<file path="src/rtl/arm_ctrl_pkg.sv">
`default_nettype none
// +----------------------------------------------------------------------+
// | arm_ctrl_pkg : state, mux-select, ALU and condition codes            |
// | Rev 1.0                                                              |
// +----------------------------------------------------------------------+
package arm_ctrl_pkg;

  localparam int STATE_BITS = 4;

  typedef enum logic [STATE_BITS-1:0] {
    S_FETCH    = 4'd0,
    S_DECODE   = 4'd1,
    S_MEMADR   = 4'd2,
    S_MEMREAD  = 4'd3,
    S_MEMWB    = 4'd4,
    S_MEMWRITE = 4'd5,
    S_EXECUTER = 4'd6,
    S_EXECUTEI = 4'd7,
    S_ALUWB    = 4'd8,
    S_BRANCH   = 4'd9
  } state_t;

  localparam logic [2:0] ALU_ADD = 3'b000;
  localparam logic [2:0] ALU_SUB = 3'b001;
  localparam logic [2:0] ALU_AND = 3'b010;
  localparam logic [2:0] ALU_ORR = 3'b011;
  localparam logic [2:0] ALU_EOR = 3'b100;

  localparam logic [1:0] SRCB_RD2  = 2'b00;
  localparam logic [1:0] SRCB_IMM  = 2'b01;
  localparam logic [1:0] SRCB_FOUR = 2'b10;

  localparam logic [1:0] RES_ALUOUT    = 2'b00;
  localparam logic [1:0] RES_DATA      = 2'b01;
  localparam logic [1:0] RES_ALURESULT = 2'b10;

  localparam logic [3:0] COND_EQ = 4'b0000;
  localparam logic [3:0] COND_NE = 4'b0001;
  localparam logic [3:0] COND_CS = 4'b0010;
  localparam logic [3:0] COND_CC = 4'b0011;
  localparam logic [3:0] COND_MI = 4'b0100;
  localparam logic [3:0] COND_PL = 4'b0101;
  localparam logic [3:0] COND_VS = 4'b0110;
  localparam logic [3:0] COND_VC = 4'b0111;
  localparam logic [3:0] COND_HI = 4'b1000;
  localparam logic [3:0] COND_LS = 4'b1001;
  localparam logic [3:0] COND_GE = 4'b1010;
  localparam logic [3:0] COND_LT = 4'b1011;
  localparam logic [3:0] COND_GT = 4'b1100;
  localparam logic [3:0] COND_LE = 4'b1101;
  localparam logic [3:0] COND_AL = 4'b1110;

endpackage
`default_nettype wire

</file>
<file path="src/rtl/cond_check.sv">
`default_nettype none
// +----------------------------------------------------------------------+
// | cond_check : NZCV flag registers, condition evaluation, cond_ex_q    |
// | Rev 1.0                                                              |
// +----------------------------------------------------------------------+
module cond_check
  import arm_ctrl_pkg::*;
#(
  parameter logic [3:0] FLAGS_RST = 4'b0000
) (
  input  logic       clk,
  input  logic       reset,
  input  logic [3:0] cond_i,
  input  logic [3:0] alu_flags_i,
  input  logic [1:0] flag_w_i,
  input  logic       decode_i,
  output logic       cond_ex_o
);

  logic [3:0] flags_q, flags_d;
  logic       cond_ex_q, cond_ex_d;
  logic       cond_now;
  logic       n, z, c, v;

  assign {n, z, c, v} = flags_q;

  always_comb begin
    cond_now = 1'b1;
    case (cond_i)
      COND_EQ: cond_now = z;
      COND_NE: cond_now = ~z;
      COND_CS: cond_now = c;
      COND_CC: cond_now = ~c;
      COND_MI: cond_now = n;
      COND_PL: cond_now = ~n;
      COND_VS: cond_now = v;
      COND_VC: cond_now = ~v;
      COND_HI: cond_now = c & ~z;
      COND_LS: cond_now = ~c | z;
      COND_GE: cond_now = (n == v);
      COND_LT: cond_now = (n != v);
      COND_GT: cond_now = ~z & (n == v);
      COND_LE: cond_now = z | (n != v);
      default: cond_now = 1'b1;
    endcase
  end

  // flag_w_i is only non-zero in the execute states, so no state check here
  always_comb begin
    flags_d = flags_q;
    if (cond_ex_q && flag_w_i[1]) flags_d[3:2] = alu_flags_i[3:2];
    if (cond_ex_q && flag_w_i[0]) flags_d[1:0] = alu_flags_i[1:0];
    cond_ex_d = decode_i ? cond_now : cond_ex_q;
  end

  always_ff @(posedge clk) begin
    if (reset) begin
      flags_q   <= FLAGS_RST;
      cond_ex_q <= 1'b0;
    end else begin
      flags_q   <= flags_d;
      cond_ex_q <= cond_ex_d;
    end
  end

  assign cond_ex_o = cond_ex_q;

endmodule
`default_nettype wire

</file>
<file path="src/rtl/mc_control_fsm.sv">
`default_nettype none
// +----------------------------------------------------------------------+
// | mc_control_fsm : multicycle ARM control unit (sequencer + decoders)  |
// | Rev 1.0                                                              |
// +----------------------------------------------------------------------+
module mc_control_fsm
  import arm_ctrl_pkg::*;
#(
  parameter int         STATE_W   = 4,
  parameter logic [3:0] FLAGS_RST = 4'b0000
) (
  input  logic               clk,
  input  logic               reset,
  input  logic [31:0]        Instr,
  input  logic [3:0]         ALUFlags,
  output logic               PCWrite,
  output logic               MemWrite,
  output logic               RegWrite,
  output logic               IRWrite,
  output logic               AdrSrc,
  output logic               ALUSrcA,
  output logic [1:0]         ALUSrcB,
  output logic [1:0]         ResultSrc,
  output logic [1:0]         ImmSrc,
  output logic [1:0]         RegSrc,
  output logic [2:0]         ALUControl,
  output logic [STATE_W-1:0] State
);

  state_t     state_q, state_d;
  logic [1:0] op;
  logic       funct5, funct0, s_bit;
  logic [3:0] cmd, rd;
  logic       next_pc, ir_write, reg_w, mem_w, branch, alu_op;
  logic [2:0] dec_ctl;
  logic [1:0] dec_fw, flag_w;
  logic       no_write, cond_ex;
  logic       unused_instr;

  assign op           = Instr[27:26];
  assign funct5       = Instr[25];
  assign cmd          = Instr[24:21];
  assign funct0       = Instr[20];
  assign s_bit        = Instr[20];
  assign rd           = Instr[15:12];
  assign unused_instr = ^{Instr[19:16], Instr[11:0]};

  always_ff @(posedge clk) begin
    if (reset) state_q <= S_FETCH;
    else       state_q <= state_d;
  end

  always_comb begin
    state_d   = S_FETCH;
    next_pc   = 1'b0;
    ir_write  = 1'b0;
    reg_w     = 1'b0;
    mem_w     = 1'b0;
    branch    = 1'b0;
    alu_op    = 1'b0;
    AdrSrc    = 1'b0;
    ALUSrcA   = 1'b0;
    ALUSrcB   = SRCB_RD2;
    ResultSrc = RES_ALUOUT;
    case (state_q)
      S_FETCH: begin
        ir_write = 1'b1; next_pc = 1'b1;
        ALUSrcA = 1'b1; ALUSrcB = SRCB_FOUR; ResultSrc = RES_ALURESULT;
        state_d = S_DECODE;
      end
      S_DECODE: begin
        ALUSrcA = 1'b1; ALUSrcB = SRCB_FOUR; ResultSrc = RES_ALURESULT;
        case (op)
          2'b01:   state_d = S_MEMADR;
          2'b00:   state_d = funct5 ? S_EXECUTEI : S_EXECUTER;
          2'b10:   state_d = S_BRANCH;
          default: state_d = S_FETCH;
        endcase
      end
      S_MEMADR: begin
        ALUSrcB = SRCB_IMM;
        state_d = funct0 ? S_MEMREAD : S_MEMWRITE;
      end
      S_MEMREAD: begin
        AdrSrc = 1'b1; state_d = S_MEMWB;
      end
      S_MEMWB: begin
        ResultSrc = RES_DATA; reg_w = 1'b1;
      end
      S_MEMWRITE: begin
        AdrSrc = 1'b1; mem_w = 1'b1;
      end
      S_EXECUTER: begin
        alu_op = 1'b1; state_d = S_ALUWB;
      end
      S_EXECUTEI: begin
        ALUSrcB = SRCB_IMM; alu_op = 1'b1; state_d = S_ALUWB;
      end
      S_ALUWB: reg_w = 1'b1;
      S_BRANCH: begin
        ALUSrcB = SRCB_IMM; ResultSrc = RES_ALURESULT; branch = 1'b1;
      end
      default: state_d = S_FETCH;
    endcase
  end

  // NoWrite is decoded from the instruction alone so it still applies in ALUWB
  always_comb begin
    dec_ctl  = ALU_ADD;
    dec_fw   = 2'b00;
    no_write = 1'b0;
    case (cmd)
      4'b0100: begin dec_ctl = ALU_ADD; dec_fw = {2{s_bit}}; end
      4'b0010: begin dec_ctl = ALU_SUB; dec_fw = {2{s_bit}}; end
      4'b0000: begin dec_ctl = ALU_AND; dec_fw = {s_bit, 1'b0}; end
      4'b1100: begin dec_ctl = ALU_ORR; dec_fw = {s_bit, 1'b0}; end
      4'b0001: begin dec_ctl = ALU_EOR; dec_fw = {s_bit, 1'b0}; end
      4'b1010: begin
        no_write = 1'b1;
        if (s_bit) begin dec_ctl = ALU_SUB; dec_fw = 2'b11; end
      end
      default: no_write = 1'b1;
    endcase
    if (op != 2'b00) no_write = 1'b0;
  end

  assign ALUControl = alu_op ? dec_ctl : ALU_ADD;
  assign flag_w     = alu_op ? dec_fw  : 2'b00;
  assign ImmSrc     = op;
  assign RegSrc     = {(op == 2'b01) & ~funct0, (op == 2'b10)};

  cond_check #(.FLAGS_RST(FLAGS_RST)) u_cond (
    .clk         (clk),
    .reset       (reset),
    .cond_i      (Instr[31:28]),
    .alu_flags_i (ALUFlags),
    .flag_w_i    (flag_w),
    .decode_i    (state_q == S_DECODE),
    .cond_ex_o   (cond_ex)
  );

  assign RegWrite = ~reset & reg_w & cond_ex & ~no_write;
  assign MemWrite = ~reset & mem_w & cond_ex;
  assign IRWrite  = ~reset & ir_write;
  assign PCWrite  = ~reset & (next_pc | (cond_ex & (branch | (reg_w & (rd == 4'hF)))));
  assign State    = state_q;

endmodule
`default_nettype wire

</file>
<file path="config.mk">
export PLATFORM = sky130hd
export DESIGN_NAME = mc_control_fsm
export DESIGN_NICKNAME = d
export VERILOG_FILES = /design/src/rtl/arm_ctrl_pkg.sv /design/src/rtl/cond_check.sv /design/src/rtl/mc_control_fsm.sv
export SDC_FILE = /design/constraint.sdc
export NUM_CORES = 1
export LEC_CHECK = 0
export BUFFER_PORTS_ARGS = -buffer_cell sky130_fd_sc_hd__buf_2
export CAP_MARGIN = 20
export CORE_MARGIN = 1
export CORE_UTILIZATION = 43
export CTS_BUF_LIST = sky130_fd_sc_hd__clkbuf_4
export CTS_CLUSTER_SIZE = 10
export DETAILED_ROUTE_END_ITERATION = 8
export GPL_TIMING_DRIVEN = 0
export PLACE_DENSITY_LB_ADDON = 0.2
export SLEW_MARGIN = 20
export SYNTH_ARGS = -nofsm -noshare
export SYNTH_HDL_FRONTEND = slang
export SYNTH_HIERARCHICAL = 1
export SYNTH_SLANG_ARGS = --single-unit
</file>
<file path="constraint.sdc">
create_clock -name clk -period 1.75 [get_ports clk]
set_clock_uncertainty 0.05 [all_clocks]
set_input_delay 0.0875 -clock clk [delete_from_list [all_inputs] [get_ports clk]]
set_output_delay 0.0875 -clock clk [all_outputs]
set_load 0.01 [all_outputs]
</file>
# After elaboration in Yosys (flattened, before gate mapping)
# Index checks and enable logic that the tools add are counted.
# totals
output_inout_bits	21
ff_bits	9
# op_classes
n_eq_ne	32
reduce_logical	16
mux	22
n_bitwise	23
# ops
operator	count
$eq 4x4->1 const B	11
$eq 4x3->1 const B	9
$eq 4x2->1 const B	5
$pmux 4 s5	1
$pmux 3 s5	1
$pmux 1 s14	1
$and 1x1->1	12
$eq 4x1->1 const B	3
$logic_not 4->1	3
$pmux 4 s3	1
$mux 1	11
$reduce_or 2->1	5
$reduce_or 3->1	3
$pmux 2 s2	2
$not 1->1	7
$mux 3	2
$pmux 2 s3	1
$reduce_or 5->1	1
$mux 2	2
$or 1x1->1	4
$eq 2x1->1 const B	1
$eq 2x2->1 const B	1
$logic_and 1x1->1	2
$logic_not 2->1	1
3 further kinds	3

# Longest topological paths before layout
# Gate-level depths: netlist (run 1).
# logic_depth
ltp_word	8
mapped_depth	7
mapped_depth_nobuf	6

# Hierarchy
# The synthesis (run 1) kept the hierarchy.
# modules_own_cells
module	area_per_inst_um2	seq_area_each_um2	instances	cells_each
mc_control_fsm	553.0	80.1	1	76
cond_check	321.6	100.1	1	39

# Least setup slack after synthesis (run 1)
# OpenSTA, ideal clock, no wires.
# synth_path
path_kind	flip-flop to flip-flop
startpoint	reg state_q[1] (netlist: State[1])
endpoint	reg u_cond.flags_q[0]
setup_ps	116
arrival_ps	1206
period_less_slack_ps	1372
path_slack_ps	378
stages_incl_launch_ff	7
t_required_ps	1584
cell_sequence	dfxtp_1 > and2_4 > nand2b_4 > nor3_1 > nand2_1 > nand2_1 > a21oi_1
# synth_between
elab_chain_len	5
elab_cells_between_ends	6
cone_classes	eq/ne (2); mux (2); reduce/logical (2)
# synth_rtl
item	line	rtl
start: declaration	mc_control_fsm.sv:30	state_t state_q, state_d;
start signal: assignment	mc_control_fsm.sv:50	else state_q <= state_d;
$eq 4x3->1	mc_control_fsm.sv:65	case (state_q)
$reduce_or 2->1 (no line) (*)	-	
$mux 1 (*)	mc_control_fsm.sv:65	
$mux 2 (*)	mc_control_fsm.sv:128	assign flag_w = alu_op ? dec_fw : 2'b00;
net flag_w[0]	mc_control_fsm.sv:36	logic [1:0] dec_fw, flag_w;
$logic_and 1x1->1 (*)	cond_check.sv:52	if (cond_ex_q && flag_w_i[0]) flags_d[1:0] = alu_flags_i[1:0];
end signal: assignment	cond_check.sv:61	flags_q <= flags_d;
end: declaration	cond_check.sv:20	logic [3:0] flags_q, flags_d;
# The timed path passes the listed nets; every way through them passes the cells marked *.
# A chain may end at the register's enable or synchronous reset.

# Worst setup path after layout (run 1)
# layout_path
startpoint	reg state_q[1] (netlist: State[1])
endpoint	out ALUControl[1]
# layout_between
elab_chain_len	4
elab_cells_between_ends	5
cone_classes	eq/ne (2); mux (2); reduce/logical (1)
# layout_rtl
item	line	rtl
$eq 4x3->1	mc_control_fsm.sv:65	
$reduce_or 2->1 (no line) (*)	-	
$mux 1 (*)	mc_control_fsm.sv:65	
$mux 3 (*)	mc_control_fsm.sv:127	assign ALUControl = alu_op ? dec_ctl : ALU_ADD;
end: declaration	mc_control_fsm.sv:26	output logic [2:0] ALUControl,
# Mark *: on every way between the ends. The rest lies on a longest branch, timed or not.

==> impl_metrics.json, run 1 <==
{
  "die_h_microns": 47.10,
  "clockBufferDepth": 2,
  "die_w_microns": 47.10,
  "wirelength_microns": 2238,
  "grt_overflow": 0,
  "cp_max_fo": 9,
  "ant_nets": 0,
  "ys_ff_latch": 9,
  "boundaryPins": 59,
  "n_fill_cell": 180,
  "synth_top_area_share": 0.2060,
  "fin_ws_ns": 0.1937,
  "yosysTopAreaCell": "dfxtp_1",
  "power_mw": 0.6262,
  "p_leak_nw": 0.5174,
  "cts_tree": "done",
  "cts-buffers-inserted": 3,
  "netSwitchingPower_mw": 0.2110,
  "holdWs_ns": 0.02671,
  "drc": 0,
  "p_sw_frac": 0.3369,
  "cp.required_ns": 1.61,
  "cts.sinks": 9,
  "htreeDepth": 1,
  "insertion_delay_ns": 0.27,
  "yosysUniqueCellTypes": 46,
  "vias_per_cell": 5.353,
  "end_kind": "output port",
  "ys.flop_type": "dfxtp_1",
  "finalSetupTns_ns": 0,
  "yosysSeqAreaShare": 0.2060,
  "postCtsHoldBufs": 0,
  "layout.nets": 198,
  "cts-root-buf": "clkbuf_4",
  "clkTransAtPathRegs_ns": 0.07,
  "netlist_instances": 115,
  "period_share": 0.8893,
  "syn_area_per_cell_sq_um": 7.605,
  "wl_per_cell_microns": 12.16,
  "min_period_ns": 1.556,
  "grt_use_total": 0.2277,
  "worstMarginPinSlew_ns": 0.3577,
  "rsz0062_at_grt": "false",
  "area_growth_pct": 30.04,
  "slew_headroom": 0.7597,
  "max_freq_ghz": 0.6426,
  "peakVddDrop_v": 0.0003732,
  "start_util": 0.4804,
  "power.internal_mw": 0.4152,
  "crit_slowest_cell": "dfxtp_1",
  "timing.critical_path.from": "State[1]$_SDFF_PP0_",
  "hold_start": "ALUFlags[1]",
  "cp_slowest_stage_delay_ns": 0.51,
  "dp_hpwl_microns": 1691,
  "crit_path_cell_trace": "and2_4 > nand2b_4 > nor4_2 > buf_2",
  "vias": 985,
  "hp-class": "in2reg",
  "synth_area_leaders": "dfxtp_1 (21%), nor3_1 (5.2%), nand2_1 (4.7%), xor2_1 (4.0%), a21oi_1 (3.4%)",
  "power.density_nw_per_um2": 550.6,
  "cp-start-kind": "register",
  "path_delay_family": "flip-flops",
  "r2r-start": "State[1]$_SDFF_PP0_",
  "netlist_area_sq_um": 874.6,
  "worst-setup-path-type": "reg2out",
  "place_ws_ns": 0.1965,
  "finalSetupViolCount": 0,
  "finalHoldViolCount": 0,
  "power_frac_comb": 0.327,
  "drt-pass1-iter-count": 4,
  "grt_pass1_vias": 803,
  "diodes": 0,
  "core_sq_um": 1821,
  "yosys_warnings": 6,
  "die-area_sq_um": 2218,
  "synth_common_cells": "nand2_1 (11), dfxtp_1 (9), nor3_1 (9)",
  "drive_gt1_frac": 0.4025,
  "crit_arrival_ns": 1.42,
  "drtIter0Drc": 17,
  "grt_max_degree": 12,
  "cts_setup_buffers": 0,
  "drv_slew": 0,
  "status": "finished clean",
  "portBuffers": 40,
  "yosysMostFrequentCell": "nand2_1",
  "routabilityCongestion": 0.7612,
  "antenna_found_initial": 0,
  "grt_pass1_wl_microns": 3539,
  "syn-num-nets": 153,
  "synth_edf_count": 0,
  "synthArstFlopShare": 0,
  "path_buf_inv": 1,
  "cap_violations": 0,
  "pwr-share-clk": 0.302,
  "sequentialPowerShare": 0.371,
  "rows": 15
}
per-stage QoR:
| stage | utilization | instance area [sq um] | cells |
|---|---|---|---|
| 2_1_floorplan | - | 874.6 | 115 |
| 3_3_place_gp | 0.6076 | 1106 | 180 |
| 3_5_place_dp | 0.6076 | 1106 | 180 |
| 4_1_cts | 0.6241 | 1136 | 184 |
| 5_1_grt | 0.6247 | 1137 | 184 |
| 6_report | 0.6247 | 1137 | 184 |
cell families after synthesis:
family	after synthesis	share of synthesized area
XOR/XNOR	6	0.06009
flip-flops	9	0.2060
AO/OA/AOI/OAI	28	0.2160
buffers and inverters	14	0.09728
AND/OR/NAND/NOR	57	0.3949
multiplexers	1	0.02575
worst paths after layout:
kind	to	slack, ns	cells after the start
max	ALUControl[1]	0.19	4
min	u_cond/flags_q[1]$_SDFFE_PP0P_	0.03	3
max reg2reg	u_cond/flags_q[0]$_SDFFE_PP0P_	0.20	6
min reg2reg	u_cond/flags_q[1]$_SDFFE_PP0P_	0.42	2
final cells by class:
class	instances	area, sq um	area share
multi-input cells	92	609.3	0.5358
repair buffers	40	200.2	0.1760
flip-flops and latches	9	181.4	0.1595
plain buffers	8	62.56	0.05501
well taps	25	31.28	0.02750
clock buffers	4	30.03	0.02640
inverters	6	22.52	0.01980
repair_timing:
item / in CTS / in global routing
endpoints found under the hold margin: 0 / 0
resized for setup: 0 / 1
endpoints found under the setup margin: 0 / 2
tightest hold or removal path: stages:
cell	delay, ns
buf_2	0.09
nand3_1	0.07
a21oi_1	0.05
flip-flops by register name, indices dropped and copies added (netlist names):
name,flops
u_cond/cond_ex_o,1
u_cond/flags_q,4
State,4
layer usage:
layer | share of wire | vias to the layer above | GRT usage
met4 | 0.0027 | 0 | 0.08000
met1 | 0.43 | 435 | 0.2814
li1 | - | 509 | -
met3 | 0.065 | 2 | 0.06538
met2 | 0.50 | 39 | 0.3778
met5 | 0 | - | 0
power by group through the flow:
| stage | registers, mW | logic, mW | clock network (mW) |
|---|---|---|---|
| finish | 0.232 | 0.204 | 0.189 |
| global route | 0.235 | 0.227 | 0.212 |
| CTS | 0.232 | 0.205 | 0.187 |
| detailed placement | 0.237 | 0.204 | 0 |
| global placement | 0.236 | 0.198 | 0 |
| floorplan | 0.235 | 0.124 | 0 |
layout by cell type, fill, tap and decap left out, types with 4 or more instances in the layout:
master	instances
buf_4	4
inv_1	6
xor2_1	4
o21ai_1	4
clkbuf_4	4
nor3_1	9
a21oi_1	6
nand2_1	11
buf_2	42
nor2_1	7
nand3_1	5
nor3b_1	4
dfxtp_1	8
No activity file was read; power rests on OpenSTA's default activity.
==> run 2, diff against run 1 <==
--- a/config.mk
+++ b/config.mk
@@ -13,6 +13,7 @@
 export CTS_CLUSTER_SIZE = 10
 export DETAILED_ROUTE_END_ITERATION = 8
 export GPL_TIMING_DRIVEN = 0
+export MAX_ROUTING_LAYER = met4
 export PLACE_DENSITY_LB_ADDON = 0.2
 export SLEW_MARGIN = 20
 export SYNTH_ARGS = -nofsm -noshare
==> impl_metrics.json, run 2 (synthesis gave the netlist of run 1 again) <==
{
  "fin_util": 0.6247,
  "met1_usage": 0.2837,
  "power.density_nw_per_um2": 550.3,
  "start_util": 0.4804,
  "hold_path_end": "u_cond/flags_q[1]$_SDFFE_PP0P_",
  "crit_arrival_ns": 1.42,
  "htreeDepth": 1,
  "antenna_found_initial": 0,
  "worstMarginPinSlew_ns": 0.3572,
  "ctsResizeCount": 0,
  "vias": 989,
  "drv_slew": 0,
  "routabilityCongestion": 0.7712,
  "p_leak_nw": 0.5174,
  "cp_max_fo": 9,
  "layout.nets": 198,
  "wirelength_microns": 2233,
  "cts.sinks": 9,
  "cts-root-buf": "clkbuf_4",
  "rows": 15,
  "grt_max_degree": 12,
  "r2r_end": "u_cond/flags_q[0]$_SDFFE_PP0P_",
  "diodes": 0,
  "end_kind": "output port",
  "grt_busiest_layer": "met2",
  "r2r-start": "State[1]$_SDFF_PP0_",
  "insertion_delay_ns": 0.27,
  "hp-class": "in2reg",
  "period_share": 0.8879,
  "max_freq_ghz": 0.6436,
  "met3_usage": 0.05385,
  "grt_pass1_wl_microns": 3539,
  "rr_worst_depth": 6,
  "final_cell_mix": "buf_2 (42), nand2_1 (11), nor3_1 (9)",
  "peakVddDrop_v": 0.0003635,
  "hold_depth": 3,
  "power_mw": 0.6259,
  "grt_use_met2": 0.3778,
  "layout_commonest_cell": "buf_2",
  "grt_use_total": 0.2335,
  "die-area_sq_um": 2218,
  "min_period_ns": 1.554,
  "grt_overflow": 0,
  "finalHoldViolCount": 0,
  "rsz0062_at_grt": "false",
  "vias_per_cell": 5.375,
  "drive_gt1_frac": 0.4025,
  "drtIter0Drc": 16,
  "cp.required_ns": 1.61,
  "worst-setup-path-type": "reg2out",
  "grt_pass1_vias": 807,
  "finalSetupViolCount": 0,
  "finalSetupTns_ns": 0,
  "r2r_setup_slack_ns": 0.20,
  "slew_headroom": 0.7600,
  "cts_setup_buffers": 0,
  "status": "finished clean",
  "wl_per_cell_microns": 12.14,
  "clkTransAtPathRegs_ns": 0.07,
  "dp_hpwl_microns": 1691,
  "die_h_microns": 47.10,
  "cts_tree": "done",
  "boundaryPins": 59,
  "die_w_microns": 47.10,
  "cts-buffers-inserted": 3,
  "drt-pass1-iter-count": 4,
  "hold_start": "ALUFlags[1]",
  "area_growth_pct": 30.04,
  "postCtsHoldBufs": 0,
  "ant_nets": 0,
  "portBuffers": 40,
  "cp-start-kind": "register",
  "core_sq_um": 1821,
  "clockBufferDepth": 2,
  "cap_violations": 0,
  "drc": 0
}
-- run 2: cell counts in the layout (fill, tap and decap cells not counted) --
No cell type changed its count.
-- run 2: worst max path at each step --
| stage | cells past startpoint | end | from |
|---|---|---|---|
| after CTS | 4 | RegWrite | u_cond/cond_ex_o$_SDFFE_PP0P_ |
| final | 4 | ALUControl[1] | State[1]$_SDFF_PP0_ |
| after global placement | 6 | u_cond/flags_q[1]$_SDFFE_PP0P_ | State[1]$_SDFF_PP0_ |
| after detailed placement | 6 | u_cond/flags_q[0]$_SDFFE_PP0P_ | State[1]$_SDFF_PP0_ |
| after global routing | 6 | u_cond/flags_q[0]$_SDFFE_PP0P_ | State[1]$_SDFF_PP0_ |
| after floorplan | 6 | u_cond/flags_q[0]$_SDFFE_PP0P_ | State[1]$_SDFF_PP0_ |
-- run 2: layout make-up --
type	instances	area, sq um
sequential	9	181.4
timing repair buffer	40	200.2
fill	180	683.2
inverter	6	22.52
tap	25	31.28
clock buffer	4	30.03
multi-input combinational	92	609.3
buffer	8	62.56
-- run 2: per-stage QoR --
step	worst slack, ns	cell area [sq um]	hold WS [ns]	cells
3_3_place_gp	0.2144	1106	0.3065	180
2_1_floorplan	0.3781	874.6	0.1066	115
5_1_grt	0.03858	1137	0.03169	184
6_report	0.1963	1137	0.03010	184
3_5_place_dp	0.1965	1106	0.3172	180
4_1_cts	0.1096	1136	0.03181	184
-- run 2: report_power, final --
group / total, mW / switching [mW] / internal, mW
sequential: 0.233 / 0.0180 / 0.215
clock: 0.188 / 0.0847 / 0.104
combinational: 0.205 / 0.108 / 0.0969
-- run 2: routing by layer --
metal | share of wire | vias to the layer above
met5 | 0 | -
met4 | 0.0067 | 0
met3 | 0.043 | 4
met2 | 0.49 | 38
met1 | 0.46 | 438
li1 | - | 509
-- run 2: critical path, stage by stage, from the launching register on --
cell and delay (ns):
dfxtp_1 0.51, and2_4 0.23, nand2b_4 0.06, nor4_2 0.19
buf_2 0.16
==> run 3, diff against run 2 <==
--- a/config.mk
+++ b/config.mk
@@ -12,9 +12,9 @@
 export CTS_BUF_LIST = sky130_fd_sc_hd__clkbuf_4
 export CTS_CLUSTER_SIZE = 10
 export DETAILED_ROUTE_END_ITERATION = 8
-export GPL_TIMING_DRIVEN = 0
 export MAX_ROUTING_LAYER = met4
 export PLACE_DENSITY_LB_ADDON = 0.2
+export REMOVE_ABC_BUFFERS = 1
 export SLEW_MARGIN = 20
 export SYNTH_ARGS = -nofsm -noshare
 export SYNTH_HDL_FRONTEND = slang
==> impl_metrics.json, run 3 (synthesis gave the netlist of run 1 again) <==
{
  "portBuffers": 42,
  "ant_nets": 0,
  "layout.nets": 196,
  "finalHoldViolCount": 0,
  "vias_per_cell": 5.445,
  "worstMarginPinSlew_ns": 0.3056,
  "hold_depth": 3,
  "grt_use_total": 0.2266,
  "hold_path_end": "u_cond/flags_q[1]$_SDFFE_PP0P_",
  "drc": 0,
  "diodes": 0,
  "insertion_delay_ns": 0.26,
  "core_sq_um": 1821,
  "power.density_nw_per_um2": 541.4,
  "slew_headroom": 0.7956,
  "dp_hpwl_microns": 1758,
  "start_util": 0.4804,
  "rows": 15,
  "die-area_sq_um": 2218,
  "antenna_found_initial": 0,
  "rsz0062_at_grt": "false",
  "crit_path_cell_trace": "buf_4 > nor4b_2 > nand2_1 > o2bb2ai_2 > buf_2",
  "grt_pass1_vias": 808,
  "layout_commonest_cell": "buf_2",
  "cp_max_fo": 10,
  "r2r_end": "u_cond/flags_q[0]$_SDFFE_PP0P_",
  "cp_slowest_stage_delay_ns": 0.35,
  "crit_slowest_cell": "dfxtp_2",
  "wl_per_cell_microns": 11.82,
  "max_freq_ghz": 0.6189,
  "final_cell_mix": "buf_2 (42), nand2_1 (11), nor3_1 (9)",
  "wirelength_microns": 2152,
  "drive_gt1_frac": 0.4268,
  "crit_arrival_ns": 1.48,
  "r2r-start": "State[2]$_SDFF_PP0_",
  "finalSetupViolCount": 0,
  "cts-root-buf": "clkbuf_4",
  "cts_setup_buffers": 0,
  "clockBufferDepth": 2,
  "cp.required_ns": 1.61,
  "cap_violations": 0,
  "period_share": 0.9232,
  "grt_pass1_wl_microns": 3415,
  "cp-start-kind": "register",
  "drt-pass1-iter-count": 4,
  "die_h_microns": 47.10,
  "routabilityCongestion": 0.7861,
  "p_leak_nw": 0.5096,
  "drtIter0Drc": 22,
  "boundaryPins": 59,
  "power_mw": 0.6123,
  "htreeDepth": 1,
  "postCtsHoldBufs": 0,
  "finalSetupTns_ns": 0,
  "cts-buffers-inserted": 3,
  "worst-setup-path-type": "reg2out",
  "fin_util": 0.6213,
  "hp-class": "in2reg",
  "grt_overflow": 0,
  "path_buf_inv": 2,
  "rr_worst_depth": 6,
  "hold_start": "ALUFlags[1]",
  "timing.critical_path.from": "State[0]$_SDFF_PP0_",
  "status": "finished clean",
  "die_w_microns": 47.10,
  "r2r_setup_slack_ns": 0.31,
  "drv_slew": 0,
  "cts.sinks": 9,
  "clkTransAtPathRegs_ns": 0.06,
  "end_kind": "output port",
  "area_growth_pct": 29.33,
  "vias": 991,
  "path_delay_family": "simple AND/OR/NAND/NOR gates",
  "min_period_ns": 1.616,
  "grt_max_degree": 17,
  "n_fill_cell": 174,
  "peakVddDrop_v": 0.0003677,
  "cts_tree": "done"
}
==> run 3: cell count changes in the layout (fill, tap and decap cells not counted) <==
cell and change:
nor4b_1 -1, dfxtp_2 +3, nor4b_2 +1, o2bb2ai_1 -1, o2bb2ai_2 +1, dfxtp_1 -3
buf_6 -2
==> run 3: worst max-delay path by stage <==
stage,to,slack [ns],depth (start not counted)
6_report,PCWrite,0.13,5
5_1_grt,PCWrite,0.03,5
4_1_cts,PCWrite,0.01,5
3_5_place_dp,u_cond/flags_q[0]$_SDFFE_PP0P_,0.25,6
3_3_place_gp,u_cond/flags_q[1]$_SDFFE_PP0P_,0.28,6
2_1_floorplan,u_cond/flags_q[0]$_SDFFE_PP0P_,0.19,6
==> run 3: where the power goes <==
| part | switching (mW) | total (mW) | leakage [nW] | internal [mW] |
|---|---|---|---|---|
| Combinational | 0.105 | 0.200 | 0.416 | 0.0953 |
| Clock | 0.0713 | 0.175 | 0.0184 | 0.103 |
| Sequential | 0.0216 | 0.238 | 0.0747 | 0.216 |
| Total | 0.198 | 0.612 | 0.510 | 0.415 |
==> run 3: what timing repair did <==
action	CTS	global route
gates resized for setup	0	6
endpoints found under the setup margin	0	3
endpoints found under the hold margin	0	0
==> run 3: layout make-up <==
cell class	instances	area, sq um	share of cell area
clock buffer	4	30.03	0.02655
timing repair buffer	46	240.2	0.2124
tap	25	31.28	0.02765
sequential	9	185.2	0.1637
inverter	6	22.52	0.01991
multi-input combinational	92	621.8	0.5498
==> run 3: layer usage <==
layer | part of all wire | up-vias | GRT usage
met5 | 0 | - | -
met4 | 0.0023 | 0 | 0.03429
met3 | 0.046 | 2 | 0.05769
met2 | 0.52 | 27 | 0.3972
met1 | 0.43 | 455 | 0.2639
li1 | - | 507 | -
==> run 3: through the flow <==
stage	instances	hold slack, ns	worst slack, ns	cell area (sq um)
floorplan	107	0.1066	0.1861	812.0
detailed placement	178	0.3171	0.2511	1084
global route	182	0.05192	0.03078	1131
finish	182	0.04040	0.1343	1131
global placement	178	0.3100	0.2821	1084
CTS	182	0.03965	0.01454	1114
==> run 3: worst reg2reg max path: stages, from the launching register on <==
cell,delay (ns)
dfxtp_1,0.47
and2_4,0.21
nand2b_4,0.06
nor3_1,0.28
nand2_1,0.11
nand2_1,0.08
a21oi_1,0.06
